### src/rtl/ahb_pkg.sv
// AHB-Lite shared encodings: transfer types, responses
// and the default-slave state enum.
package ahb_pkg;

    localparam logic [1:0] HTRANS_IDLE   = 2'b00;
    localparam logic [1:0] HTRANS_BUSY   = 2'b01;
    localparam logic [1:0] HTRANS_NONSEQ = 2'b10;
    localparam logic [1:0] HTRANS_SEQ    = 2'b11;

    localparam logic HRESP_OKAY  = 1'b0;
    localparam logic HRESP_ERROR = 1'b1;

    typedef enum logic [1:0] {
        DS_IDLE = 2'b00,
        DS_ERR1 = 2'b01,
        DS_ERR2 = 2'b10
    } ds_state_e;

endpackage

### src/rtl/ahb_default_slave.sv
// Default slave: answers unmapped NONSEQ/SEQ with a
// two-cycle ERROR and counts those errors.
module ahb_default_slave
    import ahb_pkg::*;
(
    input  logic        HCLK,
    input  logic        HRESET,
    input  logic        hready_i,
    input  logic        dflt_sel_i,
    input  logic [1:0]  htrans_i,
    output logic        ready_o,
    output logic        resp_o,
    output logic [15:0] err_count_o
);

    ds_state_e   state_q, state_d;
    logic [15:0] cnt_q, cnt_d;
    logic        qual;

    assign qual = hready_i && dflt_sel_i &&
                  (htrans_i == HTRANS_NONSEQ ||
                   htrans_i == HTRANS_SEQ);

    // Outputs depend on state only, so HREADY feedback
    // from the bus mux never forms a combinational loop.
    assign ready_o     = (state_q != DS_ERR1);
    assign resp_o      = (state_q == DS_IDLE) ? HRESP_OKAY
                                              : HRESP_ERROR;
    assign err_count_o = cnt_q;

    // Next-state and saturating error count.
    always_comb begin
        state_d = state_q;
        cnt_d   = cnt_q;
        unique case (state_q)
            DS_IDLE: state_d = qual ? DS_ERR1 : DS_IDLE;
            DS_ERR1: state_d = DS_ERR2;
            DS_ERR2: state_d = qual ? DS_ERR1 : DS_IDLE;
            default: state_d = DS_IDLE;
        endcase
        if (state_d == DS_ERR1 && state_q != DS_ERR1 &&
            cnt_q != 16'hFFFF) begin
            cnt_d = cnt_q + 16'd1;
        end
    end

    // State and counter registers.
    always_ff @(posedge HCLK or negedge HRESET) begin
        if (!HRESET) begin
            state_q <= DS_IDLE;
            cnt_q   <= 16'd0;
        end else begin
            state_q <= state_d;
            cnt_q   <= cnt_d;
        end
    end

endmodule

### src/rtl/ahb_lite_interconnect.sv
// AHB-Lite decoder/mux: combinational address decode,
// data-phase select register and response mux.
module ahb_lite_interconnect
    import ahb_pkg::*;
#(
    parameter int NUM_SLAVES = 2,
    parameter int DATA_W     = 64,
    parameter int ADDR_W     = 32,
    parameter logic [NUM_SLAVES*ADDR_W-1:0] SLAVE_BASE =
        {32'h0000_1000, 32'h0000_0000},
    parameter logic [NUM_SLAVES*ADDR_W-1:0] SLAVE_MASK =
        {32'hFFFF_F000, 32'hFFFF_F000}
) (
    input  logic                         HCLK,
    input  logic                         HRESET,
    input  logic [ADDR_W-1:0]            HADDR,
    input  logic [1:0]                   HTRANS,
    input  logic [NUM_SLAVES-1:0]        HREADYOUT_S,
    input  logic [NUM_SLAVES-1:0]        HRESP_S,
    input  logic [NUM_SLAVES*DATA_W-1:0] HRDATA_S,
    output logic [NUM_SLAVES-1:0]        HSEL,
    output logic                         HREADY,
    output logic                         HRESP,
    output logic [DATA_W-1:0]            HRDATA,
    output logic [15:0]                  err_count
);

    logic [NUM_SLAVES-1:0] asel;
    logic [NUM_SLAVES-1:0] dsel_q, dsel_d;
    logic                  dflt_a;
    logic                  dflt_q;
    logic                  s_ready;
    logic                  s_resp;
    logic [DATA_W-1:0]     s_rdata;
    logic                  ds_ready;
    logic                  ds_resp;

    // Address decode; scanning downward lets the lowest
    // matching index overwrite any higher match.
    always_comb begin
        asel = '0;
        for (int i = NUM_SLAVES - 1; i >= 0; i--) begin
            if ((HADDR & SLAVE_MASK[i*ADDR_W +: ADDR_W]) ==
                SLAVE_BASE[i*ADDR_W +: ADDR_W]) begin
                asel    = '0;
                asel[i] = 1'b1;
            end
        end
    end

    assign HSEL   = asel;
    assign dflt_a = ~|asel;
    assign dflt_q = ~|dsel_q;

    // Data-phase select follows decode only on HREADY.
    always_comb begin
        dsel_d = dsel_q;
        if (HREADY) begin
            dsel_d = asel;
        end
    end

    // Data-phase select register; all-zero is the default slave.
    always_ff @(posedge HCLK or negedge HRESET) begin
        if (!HRESET) begin
            dsel_q <= '0;
        end else begin
            dsel_q <= dsel_d;
        end
    end

    // One-hot AND-OR mux of the selected slave's response.
    always_comb begin
        s_ready = 1'b0;
        s_resp  = 1'b0;
        s_rdata = '0;
        for (int i = 0; i < NUM_SLAVES; i++) begin
            s_ready = s_ready | (dsel_q[i] & HREADYOUT_S[i]);
            s_resp  = s_resp  | (dsel_q[i] & HRESP_S[i]);
            s_rdata = s_rdata |
                      ({DATA_W{dsel_q[i]}} &
                       HRDATA_S[i*DATA_W +: DATA_W]);
        end
    end

    assign HREADY = dflt_q ? ds_ready : s_ready;
    assign HRESP  = dflt_q ? ds_resp  : s_resp;
    assign HRDATA = s_rdata;

    ahb_default_slave u_dflt (
        .HCLK        (HCLK),
        .HRESET      (HRESET),
        .hready_i    (HREADY),
        .dflt_sel_i  (dflt_a),
        .htrans_i    (HTRANS),
        .ready_o     (ds_ready),
        .resp_o      (ds_resp),
        .err_count_o (err_count)
    );

endmodule
### config.mk
export PLATFORM = sky130hd
export DESIGN_NAME = ahb_lite_interconnect
export DESIGN_NICKNAME = d
export VERILOG_FILES = /design/src/rtl/ahb_pkg.sv /design/src/rtl/ahb_default_slave.sv /design/src/rtl/ahb_lite_interconnect.sv
export SDC_FILE = /design/constraint.sdc
export NUM_CORES = 1
export LEC_CHECK = 0
export BUFFER_PORTS_ARGS = -buffer_cell sky130_fd_sc_hd__buf_4
export CORE_AREA = 2 2 98 100
export CTS_CLUSTER_DIAMETER = 120
export DETAILED_ROUTE_END_ITERATION = 12
export DIE_AREA = 0 0 100 102
export GPL_TIMING_DRIVEN = 0
export PLACE_DENSITY = 0.64
export SETUP_SLACK_MARGIN = 0.5
export SKIP_CTS_REPAIR_TIMING = 1
export SLEW_MARGIN = 5
export SYNTH_ARGS = -nofsm -noshare
export SYNTH_HDL_FRONTEND = slang
export SYNTH_SLANG_ARGS = --single-unit
### constraint.sdc
create_clock -name HCLK -period 2.3 [get_ports HCLK]
set_clock_uncertainty 0.05 [all_clocks]
set_input_delay 0.345 -clock HCLK [delete_from_list [all_inputs] [get_ports HCLK]]
set_output_delay 0.345 -clock HCLK [all_outputs]
set_load 0.02 [all_outputs]
==> results of run 1 <==
layout make-up:
class	count	area (µm²)
plain buffers	15	140
fillers	869	4930
multi-input cells	139	1240
inverters	5	18.8
flip-flops and latches	20	508
well taps	111	139
repair buffers	255	2080
clock buffers	4	55.1
metrics by stage:
step / cells / setup WS (ns) / instance area [µm²]
floorplan: 179 / 0.486 / 1680
global placement: 528 / 0.211 / 3610
detailed placement: 528 / 0.198 / 3610
CTS: 532 / -0.109 / 3660
global route: 549 / 0.410 / 4180
finish: 549 / 0.464 / 4180
synthesized netlist by cell type:
master and number:
nor3_1 3, and2_1 2, inv_1 5, nor4_1 4, nor2b_1 2, nor2_1 5, mux2_2 4, nand2_1 6
dfrtp_1 20, o2111ai_1 1, nand2b_1 3, nor4b_2 1, xor2_1 3, and4_1 2, a21oi_1 3, a21oi_2 1
a211o_1 1, nand3_1 6, o21ai_0 2, clkbuf_1 13, a211oi_1 1, xnor2_2 1, ha_1 1, nand4_1 8
buf_1 1, buf_6 1, xnor2_1 9, o211ai_2 1, and3_1 1, or3_4 1, a22o_1 65, a22oi_1 1
and4b_1 1
power by group:
part           leakage, µW  internal, µW  switching [µW]
clock network    0.0000288           153             123
logic              0.00185           350             234
registers         0.000258           409            75.8
final timing paths:
path,slack [ns],to,startpoint
worst max-delay path,0.46,u_dflt.err_count_o[6],u_dflt.err_count_o[0]
worst min-delay path,0.34,dsel_q[1],HADDR[12]
worst max register to register,0.46,u_dflt.err_count_o[6],u_dflt.err_count_o[0]
worst min register to register,0.48,u_dflt.err_count_o[5],u_dflt.err_count_o[5]
max in group asynchronous,1.52,dsel_q[1],HRESET
min in group asynchronous,0.44,u_dflt.err_count_o[15],HRESET
metal layers:
metal / vias up / share of wire (%) / global-route usage, %
li1: 1238 / - / -
met1: 1208 / 37 / 17.6
met3: 10 / 5.8 / 2.46
met2: 104 / 56 / 28.5
met4: 0 / 1.0 / 3.16
met5: - / 0 / 0
sequential cells by signal (all words and copies together), names as in the netlist:
signal / flops
u_dflt.err_count_o: 16
dsel_q: 2
u_dflt.state_q: 2
worst reg2reg max path, cell delays in order, from the launching register on:
cell	delay [ns]
dfrtp_2	0.44
ha_4	0.17
nand4_1	0.16
nor4b_4	0.08
a211o_1	0.30
or3_4	0.40
xnor2_2	0.13
cells by family after synthesis:
kind of cell,share of synthesized area [%]
muxes,2.69
AOI/OAI and AO/OA,38.7
DFF,29.9
buffers and inverters,4.93
and+or+nand+nor,15.8
adders and majority gates,0.747
xor gates and xnor gates,7.25
==> impl_metrics.json, run 1 <==
{
  "crit_required_ns": 2.40,
  "grt_pass1_wl_um": 12100,
  "yosysWarnings": 0,
  "rows": 35,
  "die_area_um2": 10200,
  "grt_start_max_net_pins": 21,
  "antenna_cells": 0,
  "grt_pass1_vias": 2347,
  "crit_type": "flip-flop to flip-flop",
  "rsz0062_at_grt": "yes",
  "slew_headroom_pct": 72.3,
  "final.period_utilization_pct": 79.8,
  "nets": 608,
  "cpLargestDelayFamily": "simple AND/OR/NAND/NOR gates",
  "drv_slew": 0,
  "post-dp-hpwl_um": 7580,
  "path_cells": "ha_4 -> nand4_1 -> nor4b_4 -> a211o_1 -> or3_4 -> xnor2_2",
  "postRouteAntennaNets": 0,
  "finalCriticalPeriod_ns": 1.84,
  "syn_area_um2": 1680,
  "overflow": 0,
  "drt_iter0_drc": 41,
  "cap_violations": 0,
  "final_util_pct": 45.9,
  "synth_top_area_share_pct": 34.0,
  "critPathLaunchType": "flip-flop",
  "io_buffers": 238,
  "place_congestion": 0.812,
  "max_stage_delay_ns": 0.44,
  "hp-class": "input pin to flip-flop",
  "final_hold_viol_count": 0,
  "status": "completed",
  "antenna_found_initial": 0,
  "post_drt_wl_per_cell_um": 17.5,
  "cts_max_level": 1,
  "fp.dieH_um": 102,
  "synthToLayoutAreaGrowth_pct": 149,
  "synth.avg_cell_area_um2": 9.36,
  "final_cell_mix": "buf_4 (217), a22o_1 (65), buf_6 (42)",
  "worst_path_max_delay_cell": "dfrtp_2",
  "vias": 2560,
  "via_per_inst": 4.66,
  "syn_nets": 348,
  "vdd_drop_max_mv": 0.533,
  "critPathCaptureType": "flip-flop",
  "first_pass_iters": 4,
  "worst_slew_pin_slew_ns": 0.414,
  "ys_ff_latch": 20,
  "grt_usage_pct": 14.9,
  "p_leak_uw": 0.00214,
  "crit_arrival_ns": 1.93,
  "cts_max_path_buffers": 2,
  "clock_sinks": 20,
  "setup_viol": 0,
  "synth_largest_area_cell": "a22o_1",
  "root_buffer": "clkbuf_8",
  "core-area_um2": 9110,
  "ys_types": 33,
  "tritoncts": "done",
  "worst-path-stages": 6,
  "final_layout_size_suffix_gt1_share_pct": 69.4,
  "syn_inst": 179,
  "cp.buffers_inverters": 0,
  "insertion_delay_ns": 0.27,
  "power.density_nw_per_um2": 322,
  "io_pins": 252,
  "drc": 0,
  "yosys-top-cells-area": "a22o_1 (34%), dfrtp_1 (30%), xnor2_1 (4.7%)",
  "yosysSeqAreaShare_pct": 29.9,
  "start_util_pct": 18.4,
  "wl_um": 9600,
  "timing.fmax_mhz": 545,
  "fin_tns_setup_ns": 0,
  "cts_buffers": 3,
  "finalHoldWorstSlack_ns": 0.340,
  "power_uw": 1340,
  "final_common_cell": "buf_4",
  "clk_pin_slew_ns": 0.08,
  "crit_fanout": 3,
  "r2r_cells": 6,
  "hold_depth": 3,
  "chipWidth_um": 100
}
Note: power is estimated with default switching activity, not from simulation.
==> run 2, diff against run 1 <==
==> constraint.sdc (replaced) <==
create_clock -name HCLK -period 1.85 [get_ports HCLK]
set_clock_uncertainty 0.05 [all_clocks]
set_input_delay 0.2775 -clock HCLK [delete_from_list [all_inputs] [get_ports HCLK]]
set_output_delay 0.2775 -clock HCLK [all_outputs]
set_load 0.02 [all_outputs]
==> impl_metrics.json, run 2 (same netlist as run 1, synthesis figures left out) <==
{
  "status": "complete, but fails checks",
  "violations": "negative setup slack",
  "regToRegEndpoint": "u_dflt.err_count_o[6]",
  "place_congestion": 0.846,
  "antenna_found_initial": 3,
  "fill_cells": 820,
  "final_common_cell": "buf_4",
  "hold_start": "HADDR[12]",
  "r2r_cells": 6,
  "start_util_pct": 18.4,
  "final_cell_mix": "buf_4 (180), buf_6 (76), a22o_4 (39)",
  "grt_usage_pct": 16.3,
  "hp-class": "input pin to flip-flop",
  "nets": 612,
  "globalRouteMet1Util_pct": 19.0,
  "final.setup.worst_slack_ns": -0.0427,
  "first_pass_iters": 4,
  "tritoncts": "done",
  "hold_depth": 3,
  "finalHoldWorstSlack_ns": 0.287,
  "power.density_nw_per_um2": 371,
  "timing.fmax_mhz": 528,
  "core-area_um2": 9110,
  "reg2reg_slack_ns": -0.04,
  "worst_slew_pin_slew_ns": 0.565,
  "synthToLayoutAreaGrowth_pct": 186,
  "worst_path_max_delay_cell": "dfrtp_2",
  "root_buffer": "clkbuf_8",
  "post-dp-hpwl_um": 7830,
  "grt_pass1_wl_um": 13300,
  "drt_iter0_drc": 69,
  "wl_um": 9960,
  "critPathCaptureType": "flip-flop",
  "rows": 35,
  "drv_slew": 0,
  "grt_start_max_net_pins": 21,
  "finalCriticalPeriod_ns": 1.89,
  "power_uw": 1780,
  "drc": 0,
  "insertion_delay_ns": 0.27,
  "die_area_um2": 10200,
  "via_per_inst": 4.78,
  "preCtsSetupSlack_ns": -0.185,
  "crit_type": "flip-flop to flip-flop",
  "chipWidth_um": 100,
  "largest_register_ffs": 16,
  "final_hold_viol_count": 0,
  "cts_max_path_buffers": 2,
  "clk_pin_slew_ns": 0.08,
  "p_leak_uw": 0.00249,
  "reg2reg_from": "u_dflt.err_count_o[0]",
  "grt_pass1_vias": 2569,
  "slew_headroom_pct": 62.0,
  "rsz0062_at_grt": "yes",
  "io_pins": 252,
  "post_drt_wl_per_cell_um": 18.0,
  "cts_buffers": 3,
  "postRouteAntennaNets": 0,
  "path_cells": "ha_4 -> nand4_1 -> nor4b_4 -> a211o_1 -> or3_4 -> xnor2_2",
  "crit_arrival_ns": 2.00,
  "vdd_drop_max_mv": 0.589,
  "cts_max_level": 1,
  "io_buffers": 238,
  "clock_sinks": 20,
  "gr-usage-met2_pct": 30.0,
  "crit_fanout": 4,
  "final.period_utilization_pct": 102,
  "overflow": 0,
  "final_util_pct": 52.7,
  "hold_path_end": "dsel_q[1]",
  "setup_viol": 2,
  "final_layout_size_suffix_gt1_share_pct": 76.7,
  "grt_use_met3_pct": 4.51,
  "fp.dieH_um": 102,
  "cap_violations": 0,
  "max_stage_delay_ns": 0.44,
  "grt-busiest-layer": "met2",
  "vias": 2648,
  "critPathLaunchType": "flip-flop",
  "crit_required_ns": 1.96
}
run 2: cell count changes in the layout (fill, tap and decap cells not counted), sizes merged:
cell / delta
bufinv: +1
clkbuf: +3
diode: +1
run 2: layer usage:
layer	vias up	share of wire [%]
li1	1254	-
met4	4	2.3
met1	1251	37
met2	119	52
met3	20	8.3
met5	-	0.30
run 2: power breakdown:
part | internal (µW) | total (µW) | leakage [µW] | switching [µW]
Clock | 289 | 448 | 0.0000357 | 159
Combinational | 440 | 726 | 0.00219 | 286
Sequential | 506 | 605 | 0.000263 | 98.9
run 2: worst max path at each step:
stage,start,end,depth (start not counted)
3_3_place_gp,u_dflt.err_count_o[0],u_dflt.err_count_o[1],5
4_1_cts,u_dflt.err_count_o[9],u_dflt.err_count_o[1],4
5_1_grt,u_dflt.err_count_o[0],u_dflt.err_count_o[6],6
2_1_floorplan,u_dflt.err_count_o[9],u_dflt.err_count_o[6],5
3_5_place_dp,u_dflt.err_count_o[9],u_dflt.err_count_o[1],4
6_report,u_dflt.err_count_o[0],u_dflt.err_count_o[6],6
run 2: critical path, delay by kind of cell (launching register included):
family	cells	cell delay [ns]
xor gates and xnor gates	1	0.13
AOI/OAI and AO/OA	1	0.31
adders and majority gates	1	0.17
DFF	1	0.44
and+or+nand+nor	3	0.66
run 2: area by class of cell:
| cell class | count | area (µm²) | area share (%) |
|---|---|---|---|
| timing repair buffer | 259 | 2340 | 48.7 |
| tap | 111 | 139 | 2.89 |
| clock inverter | 1 | 30.0 | 0.626 |
| antenna | 1 | 2.50 | 0.0521 |
| clock buffer | 3 | 41.3 | 0.860 |
| buffer | 15 | 228 | 4.74 |
| sequential | 20 | 504 | 10.5 |
| multi-input combinational | 139 | 1500 | 31.2 |
| inverter | 5 | 18.8 | 0.391 |
run 2: stage by stage:
step / instances / setup TNS, ns / cell area (µm²)
4_1_cts: 532 / -0.999 / 4090
6_report: 554 / -0.0611 / 4800
3_5_place_dp: 528 / -0.621 / 4020
5_1_grt: 553 / -0.357 / 4800
2_1_floorplan: 179 / 0 / 2090
3_3_place_gp: 528 / -0.269 / 4020
